**src/rtl/mlp_mv_pkg.sv**
```systemverilog
// ----------------------------------------------------------------------------
// mlp_mv_pkg : shared types and widths for the matrix-vector MLP sequencer
// rev 1.0
// ----------------------------------------------------------------------------
`default_nettype none

package mlp_mv_pkg;

  localparam int W_VEC  = 128;
  localparam int W_HALF = 64;
  localparam int W_SUM  = 48;

  typedef enum logic [2:0] {
    IDLE    = 3'd0,
    LOAD    = 3'd1,
    GAP     = 3'd2,
    COMPUTE = 3'd3,
    DRAIN   = 3'd4
  } t_mv_state;

endpackage

`default_nettype wire

```
**src/rtl/mlp_mv_seq_ctrl_if.sv**
```systemverilog
// ----------------------------------------------------------------------------
// mlp_mv_seq_ctrl_if : job, vector, cascade and result signals of the sequencer
// rev 1.0
// ----------------------------------------------------------------------------
`default_nettype none

interface mlp_mv_seq_ctrl_if
  import mlp_mv_pkg::*;
#(
  parameter int RW = 10,
  parameter int AW = 11
) ();

  logic              i_start;
  logic [RW-1:0]     i_num_rows;
  logic [AW-1:0]     i_bram_base;
  logic              o_busy;
  logic              o_done;
  logic              o_err;
  logic [W_VEC-1:0]  i_vec_data;
  logic              i_vec_valid;
  logic              o_vec_ready;
  logic [W_HALF-1:0] o_wrdata;
  logic [W_HALF-1:0] o_bram_din2mlp;
  logic              o_first;
  logic              o_last;
  logic              o_pause;
  logic              o_bram_rden;
  logic [AW-1:0]     o_bram_rdaddr;
  logic              o_read;
  logic [W_SUM-1:0]  i_sum;
  logic              i_valid;
  logic [W_SUM-1:0]  o_res;
  logic              o_res_valid;
  logic              i_res_ready;

  modport master (
    input  i_start, i_num_rows, i_bram_base, i_vec_data, i_vec_valid,
           i_sum, i_valid, i_res_ready,
    output o_busy, o_done, o_err, o_vec_ready, o_wrdata, o_bram_din2mlp,
           o_first, o_last, o_pause, o_bram_rden, o_bram_rdaddr, o_read,
           o_res, o_res_valid
  );

  modport slave (
    output i_start, i_num_rows, i_bram_base, i_vec_data, i_vec_valid,
           i_sum, i_valid, i_res_ready,
    input  o_busy, o_done, o_err, o_vec_ready, o_wrdata, o_bram_din2mlp,
           o_first, o_last, o_pause, o_bram_rden, o_bram_rdaddr, o_read,
           o_res, o_res_valid
  );

endinterface

`default_nettype wire

```
**src/rtl/mlp_mv_res_fifo.sv**
```systemverilog
// ----------------------------------------------------------------------------
// mlp_mv_res_fifo : synchronous result FIFO with occupancy count
// rev 1.0
// ----------------------------------------------------------------------------
`default_nettype none

module mlp_mv_res_fifo
  import mlp_mv_pkg::*;
#(
  parameter int DEPTH = 8,
  parameter int W     = W_SUM
) (
  input  logic                     clk,
  input  logic                     rst,
  input  logic                     push,
  input  logic [W-1:0]             din,
  input  logic                     pop,
  output logic [W-1:0]             dout,
  output logic                     empty,
  output logic                     full,
  output logic [$clog2(DEPTH):0]   count
);

  localparam int PW = $clog2(DEPTH);

  logic [W-1:0]  mem [DEPTH];
  logic [PW-1:0] wptr;
  logic [PW-1:0] rptr;
  logic          push_ok;
  logic          pop_ok;

  assign empty   = (count == '0);
  assign full    = (count == (PW+1)'(DEPTH));
  assign push_ok = push & ~full;
  assign pop_ok  = pop & ~empty;
  // Head is forced to zero when empty so the output is defined out of reset.
  assign dout    = empty ? '0 : mem[rptr];

  always_ff @(posedge clk) begin
    if (push_ok) begin
      mem[wptr] <= din;
    end
  end

  always_ff @(posedge clk or posedge rst) begin
    if (rst) begin
      wptr  <= '0;
      rptr  <= '0;
      count <= '0;
    end else begin
      if (push_ok) wptr <= wptr + PW'(1);
      if (pop_ok)  rptr <= rptr + PW'(1);
      count <= count + (PW+1)'(push_ok) - (PW+1)'(pop_ok);
    end
  end

endmodule

`default_nettype wire

```
**src/rtl/mlp_mv_seq_ctrl.sv**
```systemverilog
// ----------------------------------------------------------------------------
// mlp_mv_seq_ctrl : vector load + credit-throttled row compute sequencer
// rev 1.0
// ----------------------------------------------------------------------------
`default_nettype none

module mlp_mv_seq_ctrl
  import mlp_mv_pkg::*;
#(
  parameter int M        = 6,
  parameter int RW       = 10,
  parameter int AW       = 11,
  parameter int FDEPTH   = 8,
  parameter int LOAD_GAP = 3
) (
  input  logic              i_clk,
  input  logic              i_reset,
  mlp_mv_seq_ctrl_if.master bus
);

  localparam int NW  = 2 * M;
  localparam int WCW = $clog2(NW);
  localparam int GW  = $clog2(LOAD_GAP + 2);
  localparam int CW  = $clog2(FDEPTH) + 1;

  t_mv_state         state;
  t_mv_state         state_nxt;
  logic [WCW-1:0]    wc;
  logic [GW-1:0]     gc;
  logic [RW-1:0]     row;
  logic [RW-1:0]     num_rows_q;
  logic [RW-1:0]     res_cnt;
  logic              half;
  logic [AW-1:0]     base_q;
  logic [CW-1:0]     outstanding;
  logic [CW-1:0]     fifo_count;
  logic              fifo_empty;
  logic              fifo_full;
  logic [W_SUM-1:0]  fifo_dout;
  logic              done_nxt;
  logic              done_q;
  logic              err_q;
  logic              vec_ready;
  logic              issue;
  logic              row_start;
  logic [W_HALF-1:0] wrdata_q;
  logic [W_HALF-1:0] din2mlp_q;
  logic              first_q;
  logic              last_q;
  logic              pause_q;
  logic              accept;
  logic              rx_phase;
  logic              push;
  logic              pop;
  logic              stray;
  logic              dec;
  logic              has_credit;
  logic              start_job;

  assign accept     = bus.i_vec_valid & vec_ready;
  assign rx_phase   = (state == COMPUTE) || (state == DRAIN);
  assign push       = bus.i_valid & rx_phase & ~fifo_full;
  assign pop        = bus.i_res_ready & ~fifo_empty;
  assign stray      = bus.i_valid & ~push;
  assign dec        = bus.i_valid & rx_phase & (outstanding != '0);
  // Results already queued plus rows in flight must never exceed FIFO space.
  assign has_credit = ({1'b0, fifo_count} + {1'b0, outstanding}) < (CW+1)'(FDEPTH);
  assign start_job  = (state == IDLE) & bus.i_start & (bus.i_num_rows != '0);

  always_ff @(posedge i_clk or posedge i_reset) begin
    if (i_reset) state <= IDLE;
    else         state <= state_nxt;
  end

  always_comb begin
    state_nxt = state;
    done_nxt  = 1'b0;
    vec_ready = 1'b0;
    issue     = 1'b0;
    row_start = 1'b0;
    case (state)
      IDLE: begin
        if (bus.i_start) begin
          if (bus.i_num_rows == '0) done_nxt  = 1'b1;
          else                      state_nxt = LOAD;
        end
      end
      LOAD: begin
        vec_ready = 1'b1;
        if (accept && (wc == WCW'(NW - 1))) state_nxt = GAP;
      end
      GAP: begin
        if (gc == GW'(LOAD_GAP)) state_nxt = COMPUTE;
      end
      COMPUTE: begin
        if (half) begin
          issue = 1'b1;
          if (row == num_rows_q - RW'(1)) state_nxt = DRAIN;
        end else if (has_credit) begin
          issue     = 1'b1;
          row_start = 1'b1;
        end
      end
      DRAIN: begin
        if (res_cnt == num_rows_q) begin
          done_nxt  = 1'b1;
          state_nxt = IDLE;
        end
      end
      default: state_nxt = IDLE;
    endcase
  end

  always_ff @(posedge i_clk or posedge i_reset) begin
    if (i_reset) begin
      wc          <= '0;
      gc          <= '0;
      row         <= '0;
      half        <= 1'b0;
      num_rows_q  <= '0;
      base_q      <= '0;
      res_cnt     <= '0;
      outstanding <= '0;
      done_q      <= 1'b0;
      err_q       <= 1'b0;
      wrdata_q    <= '0;
      din2mlp_q   <= '0;
      first_q     <= 1'b0;
      last_q      <= 1'b0;
      pause_q     <= 1'b0;
    end else begin
      done_q <= done_nxt;

      if (stray)                                err_q <= 1'b1;
      else if ((state == IDLE) && bus.i_start)  err_q <= 1'b0;

      if (start_job) begin
        num_rows_q <= bus.i_num_rows;
        base_q     <= bus.i_bram_base;
        wc         <= '0;
        gc         <= '0;
        row        <= '0;
        half       <= 1'b0;
        res_cnt    <= '0;
      end

      if (accept) wc <= (wc == WCW'(NW - 1)) ? '0 : wc + WCW'(1);
      if (state == GAP) gc <= gc + GW'(1);

      if (issue) begin
        half <= ~half;
        if (half) row <= row + RW'(1);
      end

      outstanding <= outstanding + CW'(row_start) - CW'(dec);
      if (push) res_cnt <= res_cnt + RW'(1);

      // Write port: data held through bubbles once the first word went out.
      if (accept) begin
        wrdata_q  <= bus.i_vec_data[W_HALF-1:0];
        din2mlp_q <= bus.i_vec_data[W_VEC-1:W_HALF];
        first_q   <= (wc == '0);
        last_q    <= (wc == WCW'(NW - 1));
        pause_q   <= 1'b0;
      end else if ((state == LOAD) && (wc != '0)) begin
        first_q   <= 1'b0;
        last_q    <= 1'b0;
        pause_q   <= 1'b1;
      end else begin
        wrdata_q  <= '0;
        din2mlp_q <= '0;
        first_q   <= 1'b0;
        last_q    <= 1'b0;
        pause_q   <= 1'b0;
      end
    end
  end

  mlp_mv_res_fifo #(
    .DEPTH (FDEPTH),
    .W     (W_SUM)
  ) u_res_fifo (
    .clk   (i_clk),
    .rst   (i_reset),
    .push  (push),
    .din   (bus.i_sum),
    .pop   (pop),
    .dout  (fifo_dout),
    .empty (fifo_empty),
    .full  (fifo_full),
    .count (fifo_count)
  );

  assign bus.o_busy         = (state != IDLE);
  assign bus.o_done         = done_q;
  assign bus.o_err          = err_q;
  assign bus.o_vec_ready    = vec_ready;
  assign bus.o_wrdata       = wrdata_q;
  assign bus.o_bram_din2mlp = din2mlp_q;
  assign bus.o_first        = first_q;
  assign bus.o_last         = last_q;
  assign bus.o_pause        = pause_q;
  assign bus.o_read         = issue;
  assign bus.o_bram_rden    = issue;
  assign bus.o_bram_rdaddr  = issue ? (base_q + AW'({row, half})) : '0;
  assign bus.o_res          = fifo_dout;
  assign bus.o_res_valid    = ~fifo_empty;

endmodule

`default_nettype wire

```
**src/flat_wrapper.sv**
```systemverilog
// flat-port wrapper written by rule: the top's interface ports become plain ports
module mlp_mv_seq_ctrl_flat import mlp_mv_pkg::*;
#(
  parameter int M        = 6,
  parameter int RW       = 10,
  parameter int AW       = 11,
  parameter int FDEPTH   = 8,
  parameter int LOAD_GAP = 3
)
  (i_clk, i_reset, bus_i_start, bus_i_num_rows, bus_i_bram_base, bus_i_vec_data, bus_i_vec_valid, bus_i_sum, bus_i_valid, bus_i_res_ready, bus_o_busy, bus_o_done, bus_o_err, bus_o_vec_ready, bus_o_wrdata, bus_o_bram_din2mlp, bus_o_first, bus_o_last, bus_o_pause, bus_o_bram_rden, bus_o_bram_rdaddr, bus_o_read, bus_o_res, bus_o_res_valid);
  mlp_mv_seq_ctrl_if #(.RW(RW), .AW(AW)) bus_i ();
  input  logic i_clk;
  input  logic i_reset;
  input wire logic [$bits(bus_i.i_start)-1:0] bus_i_start;
  input wire logic [$bits(bus_i.i_num_rows)-1:0] bus_i_num_rows;
  input wire logic [$bits(bus_i.i_bram_base)-1:0] bus_i_bram_base;
  input wire logic [$bits(bus_i.i_vec_data)-1:0] bus_i_vec_data;
  input wire logic [$bits(bus_i.i_vec_valid)-1:0] bus_i_vec_valid;
  input wire logic [$bits(bus_i.i_sum)-1:0] bus_i_sum;
  input wire logic [$bits(bus_i.i_valid)-1:0] bus_i_valid;
  input wire logic [$bits(bus_i.i_res_ready)-1:0] bus_i_res_ready;
  output wire logic [$bits(bus_i.o_busy)-1:0] bus_o_busy;
  output wire logic [$bits(bus_i.o_done)-1:0] bus_o_done;
  output wire logic [$bits(bus_i.o_err)-1:0] bus_o_err;
  output wire logic [$bits(bus_i.o_vec_ready)-1:0] bus_o_vec_ready;
  output wire logic [$bits(bus_i.o_wrdata)-1:0] bus_o_wrdata;
  output wire logic [$bits(bus_i.o_bram_din2mlp)-1:0] bus_o_bram_din2mlp;
  output wire logic [$bits(bus_i.o_first)-1:0] bus_o_first;
  output wire logic [$bits(bus_i.o_last)-1:0] bus_o_last;
  output wire logic [$bits(bus_i.o_pause)-1:0] bus_o_pause;
  output wire logic [$bits(bus_i.o_bram_rden)-1:0] bus_o_bram_rden;
  output wire logic [$bits(bus_i.o_bram_rdaddr)-1:0] bus_o_bram_rdaddr;
  output wire logic [$bits(bus_i.o_read)-1:0] bus_o_read;
  output wire logic [$bits(bus_i.o_res)-1:0] bus_o_res;
  output wire logic [$bits(bus_i.o_res_valid)-1:0] bus_o_res_valid;
  assign bus_i.i_start = bus_i_start;
  assign bus_i.i_num_rows = bus_i_num_rows;
  assign bus_i.i_bram_base = bus_i_bram_base;
  assign bus_i.i_vec_data = bus_i_vec_data;
  assign bus_i.i_vec_valid = bus_i_vec_valid;
  assign bus_i.i_sum = bus_i_sum;
  assign bus_i.i_valid = bus_i_valid;
  assign bus_i.i_res_ready = bus_i_res_ready;
  assign bus_o_busy = bus_i.o_busy;
  assign bus_o_done = bus_i.o_done;
  assign bus_o_err = bus_i.o_err;
  assign bus_o_vec_ready = bus_i.o_vec_ready;
  assign bus_o_wrdata = bus_i.o_wrdata;
  assign bus_o_bram_din2mlp = bus_i.o_bram_din2mlp;
  assign bus_o_first = bus_i.o_first;
  assign bus_o_last = bus_i.o_last;
  assign bus_o_pause = bus_i.o_pause;
  assign bus_o_bram_rden = bus_i.o_bram_rden;
  assign bus_o_bram_rdaddr = bus_i.o_bram_rdaddr;
  assign bus_o_read = bus_i.o_read;
  assign bus_o_res = bus_i.o_res;
  assign bus_o_res_valid = bus_i.o_res_valid;
  mlp_mv_seq_ctrl #(.M(M), .RW(RW), .AW(AW), .FDEPTH(FDEPTH), .LOAD_GAP(LOAD_GAP)) u_core (.i_clk(i_clk), .i_reset(i_reset), .bus(bus_i));
endmodule
```
**config.mk**
```make
export PLATFORM = sky130hd
export DESIGN_NAME = mlp_mv_seq_ctrl_flat
export DESIGN_NICKNAME = d
export VERILOG_FILES = /design/src/rtl/mlp_mv_pkg.sv /design/src/rtl/mlp_mv_seq_ctrl_if.sv /design/src/rtl/mlp_mv_res_fifo.sv /design/src/rtl/mlp_mv_seq_ctrl.sv /design/src/flat_wrapper.sv
export SDC_FILE = /design/constraint.sdc
export NUM_CORES = 1
export LEC_CHECK = 0
export CELL_PAD_IN_SITES_DETAIL_PLACEMENT = 1
export CELL_PAD_IN_SITES_GLOBAL_PLACEMENT = 1
export CORE_MARGIN = 4
export CORE_UTILIZATION = 48
export CTS_CLUSTER_DIAMETER = 80
export DETAILED_ROUTE_END_ITERATION = 10
export PLACE_DENSITY = 0.91
export SLEW_MARGIN = 20
export SYNTH_ARGS = -nofsm -noshare
export SYNTH_HDL_FRONTEND = slang
export SYNTH_SLANG_ARGS = --single-unit
```
**constraint.sdc**
```tcl
create_clock -name i_clk -period 16 [get_ports i_clk]
set_input_delay 4.8 -clock i_clk [delete_from_list [all_inputs] [get_ports i_clk]]
set_output_delay 4.8 -clock i_clk [all_outputs]
set_load 0.02 [all_outputs]
```
==> impl_metrics.csv <==
group,metric,value,unit
critical_path,crit_path_start,"u_core.half",
detailed_routing,dr.pass1.iters,5,
clock_network,clk_pin_slew,60,ps
detailed_routing,ant_nets,0,
detailed_routing,num_vias,14400,
place,port_buffers,399,
critical_path,crit_arrival,3880,ps
global_routing,overflow,0,
critical_path,max_stage_delay,630,ps
min_path,hp-class,"reg -> reg",
cells_and_area,area_delta_synth_final,28.7,%
sta,slew_violations,0,
detailed_routing,viasPerCell,5.89,
floorplanning,placementRows,80,
synth,synth_largest_area_cell,"edfxtp_1",
global_routing,grt_pass1_wl,105000,µm
critical_path,worstPathCellList,"ha_1 > fa_1 > a21o_1 > a21oi_1 > o21bai_1 > a2111oi_0 > o31ai_1 > a21oi_1 > clkdlybuf4s50_1",
cells_and_area,drive_above_1_share,12.5,%
place,dp.cells,2338,
critical_path,cp_max_fo,6,
synth,synth_top_area_share,49.5,%
critical_path,critPathTopFamily,"compound AO/OA/AOI/OAI gates",
cells_and_area,fin_nets,2021,
synth,synth_warnings,0,
floorplanning,start_util,48.7,%
clock_network,cts_tree,"yes",
status,status,"finished, final reports clean",
clock_network,cts_setup_buffers,0,
critical_path,path_class,"reg -> out",
place,postPlaceCellArea,28000,µm²
clock_network,ctsHoldBuffers,0,
global_routing,grt_pass1_vias,16500,
detailed_routing,routed_wirelength,68000,µm
critical_path,r2r_end,"u_core.u_res_fifo.mem[5][30]",
critical_path,reg2reg_depth,6,
detailed_routing,drt_iter0_markers,939,
cells_and_area,final_cell_mix,"clkdlybuf4s50_1 (399), edfxtp_1 (384), dfrtp_1 (196)",
floorplanning,core-area,47800,µm²
clock_network,cts_buffers,57,
clock_network,cts.repair.resized,0,
critical_path,worstReg2RegStart,"u_core.state[1]",
floorplanning,die-area,52200,µm²
sta,setup_viol,0,
cells_and_area,n_fill_cell,4287,
critical_path,startpoint_type,"flip-flop",
synth,syn_avg_cell_area,16.8,µm²
synth,syn_area,23300,µm²
sta,min_period,8680,ps
power,power.density,176,nW/µm²
synth,ys_types,54,
floorplanning,die_h,228,µm
critical_path,cpMaxStageDelayCell,"clkdlybuf4s50_1",
power,ir_worst_vdd,0.0000890,V
place,gp_congestion,0.879,
clock_network,clkLatencyLatePin,630,ps
synth,yosysSeqAreaShare,70.8,%
synth,synthTopCellsByArea,"edfxtp_1 (49%), dfrtp_1 (21%), mux4_2 (9.3%), a22o_1 (4.9%), mux2i_1 (2.2%)",
synth,synth_edf_count,384,
synth,synthFlopType,"edfxtp_1",
sta,fmax,115,MHz
sta,skew,16.4,ps
power,p_leak,11.3,nW
detailed_routing,routedWlPerCell,27.8,µm
clock_network,cts_max_level,2,
critical_path,cp-end-kind,"output port",
floorplanning,ios,400,
global_routing,grt_max_degree,134,
cells_and_area,final_area,30000,µm²
sta,fin_setup_tns,0,ps
critical_path,crit_end,"bus_o_bram_rdaddr[8]",
sta,tightest_slew,1020,ps
sta,slew_headroom,31.7,%
sta,fin_crit_sh,54.2,%
synth,synth_cells,1387,
detailed_routing,drc_errors,0,
global_routing,grt_usage,26.1,%
cells_and_area,utilization,62.7,%
critical_path,worst-path-stages,9,
sta,hold_violations,0,
place,hpwl,42200,µm
clock_network,clock_path_buffers,3,
global_routing,antenna_found_initial,6,
critical_path,cp_common_cell,"a21oi_1",
sta,rsz0062_at_grt,"no",
clock_network,cts_root_buf,"clkbuf_16",
critical_path,r2r_setup_slack,12420,ps
critical_path,required,11200,ps
clock_network,cts_num_sinks,583,
flow_run,max_cap_viol_count,0,
cells_and_area,post_layout_nonfiller_instances,2450,
synth,synthArstFlopShare,34.1,%
cells_and_area,final_common_cell,"clkdlybuf4s50_1",
floorplanning,fp.dieW,228,µm
synth,ys_ff_latch,583,
critical_path,path_buf_inv,1,
synth,synth_nets,1626,
==> tightest hold or removal path: stages, from the launching register on <==
cell and delay (ps):
dfrtp_1 350, nand2_1 50, nand2_1 50
==> where the power goes <==
part / internal [mW] / switching [mW]
Sequential: 1.84 / 0.173
Combinational: 0.839 / 1.00
Clock: 0.837 / 0.584
==> routing by layer <==
metal	part of all wire (%)	global-route usage [%]
met1	37	31.3
met2	54	47.1
met3	5.8	5.21
met4	2.9	9.17
met5	0.029	0
==> worst min path at each step <==
| stage | startpoint | end | cells past startpoint |
|---|---|---|---|
| final | u_core.base_q[9] | u_core.base_q[9] | 2 |
| after detailed placement | u_core.base_q[6] | u_core.base_q[6] | 2 |
| after CTS | u_core.base_q[9] | u_core.base_q[9] | 2 |
| after floorplan | u_core.base_q[0] | u_core.base_q[0] | 2 |
| after global placement | u_core.base_q[0] | u_core.base_q[0] | 2 |
| after global routing | u_core.bus.o_bram_din2mlp[12] | u_core.bus.o_bram_din2mlp[12] | 1 |
==> synth_stat cells (all sizes together), types with 2 or more instances <==
cell,count
edfxtp,384
dfrtp,199
a22o,130
mux4,96
nand2,91
nor2,81
clkbuf,61
mux2i,51
ha,33
inv,29
o21ai,28
xor2,25
xnor2,23
buf,22
a21oi,17
nand3,14
nor3,11
nand4,10
and3,9
and2,7
a21o,5
nor3b,5
nor4,5
o31ai,5
a31oi,4
or4,4
a2111oi,3
fa,3
nand2b,3
nor4b,3
o211ai,3
a311oi,2
and4,2
mux2,2
nor2b,2
o21bai,2
o41ai,2
or3,2
==> registers in the layout, indices dropped and copies added (netlist names) <==
| name | flops |
|---|---|
| u_core.base_q | 11 |
| u_core.bus.o_bram_din2mlp | 64 |
| u_core.bus.o_done | 1 |
| u_core.bus.o_err | 1 |
| u_core.bus.o_first | 1 |
| u_core.bus.o_last | 1 |
| u_core.bus.o_pause | 1 |
| u_core.bus.o_wrdata | 64 |
| u_core.gc | 3 |
| u_core.half | 1 |
| u_core.num_rows_q | 10 |
| u_core.outstanding | 4 |
| u_core.res_cnt | 10 |
| u_core.row | 10 |
| u_core.state | 3 |
| u_core.u_res_fifo.count | 4 |
| u_core.u_res_fifo.mem | 384 |
| u_core.u_res_fifo.rptr | 3 |
| u_core.u_res_fifo.wptr | 3 |
| u_core.wc | 4 |
==> layout make-up <==
cell class / instances / area, µm² / share of cell area, %
diodes: 5 / 12.5 / 0.0417
clock buffers: 89 / 1710 / 5.70
clock inverters: 18 / 304 / 1.01
inverters: 29 / 116 / 0.388
multi-input cells: 692 / 6420 / 21.4
flip-flops and latches: 583 / 16500 / 55.1
well taps: 615 / 769 / 2.56
repair buffers: 419 / 4150 / 13.8
==> kinds of logic (layout without fill, tap and decap cells) <==
kind of cell,after synthesis,after routing,synth area share (%)
AOI/OAI and AO/OA,207,207,6.95
DFF,583,583,70.8
and+or+nand+nor,252,252,4.93
buffers and inverters,112,555,1.90
adders and majority gates,36,36,2.03
xor gates and xnor gates,48,48,1.80
other,0,5,0
muxes,149,149,11.6
==> through the flow <==
stage	hold WS, ps	total power, mW	setup slack, ps
3_5_place_dp	471	3.86	7980
3_3_place_gp	468	3.76	8050
2_1_floorplan	452	3.14	5090
6_report	491	5.28	7320
5_1_grt	522	5.53	7050
4_1_cts	501	5.32	7280
Note: power is estimated with default switching activity, not from simulation.
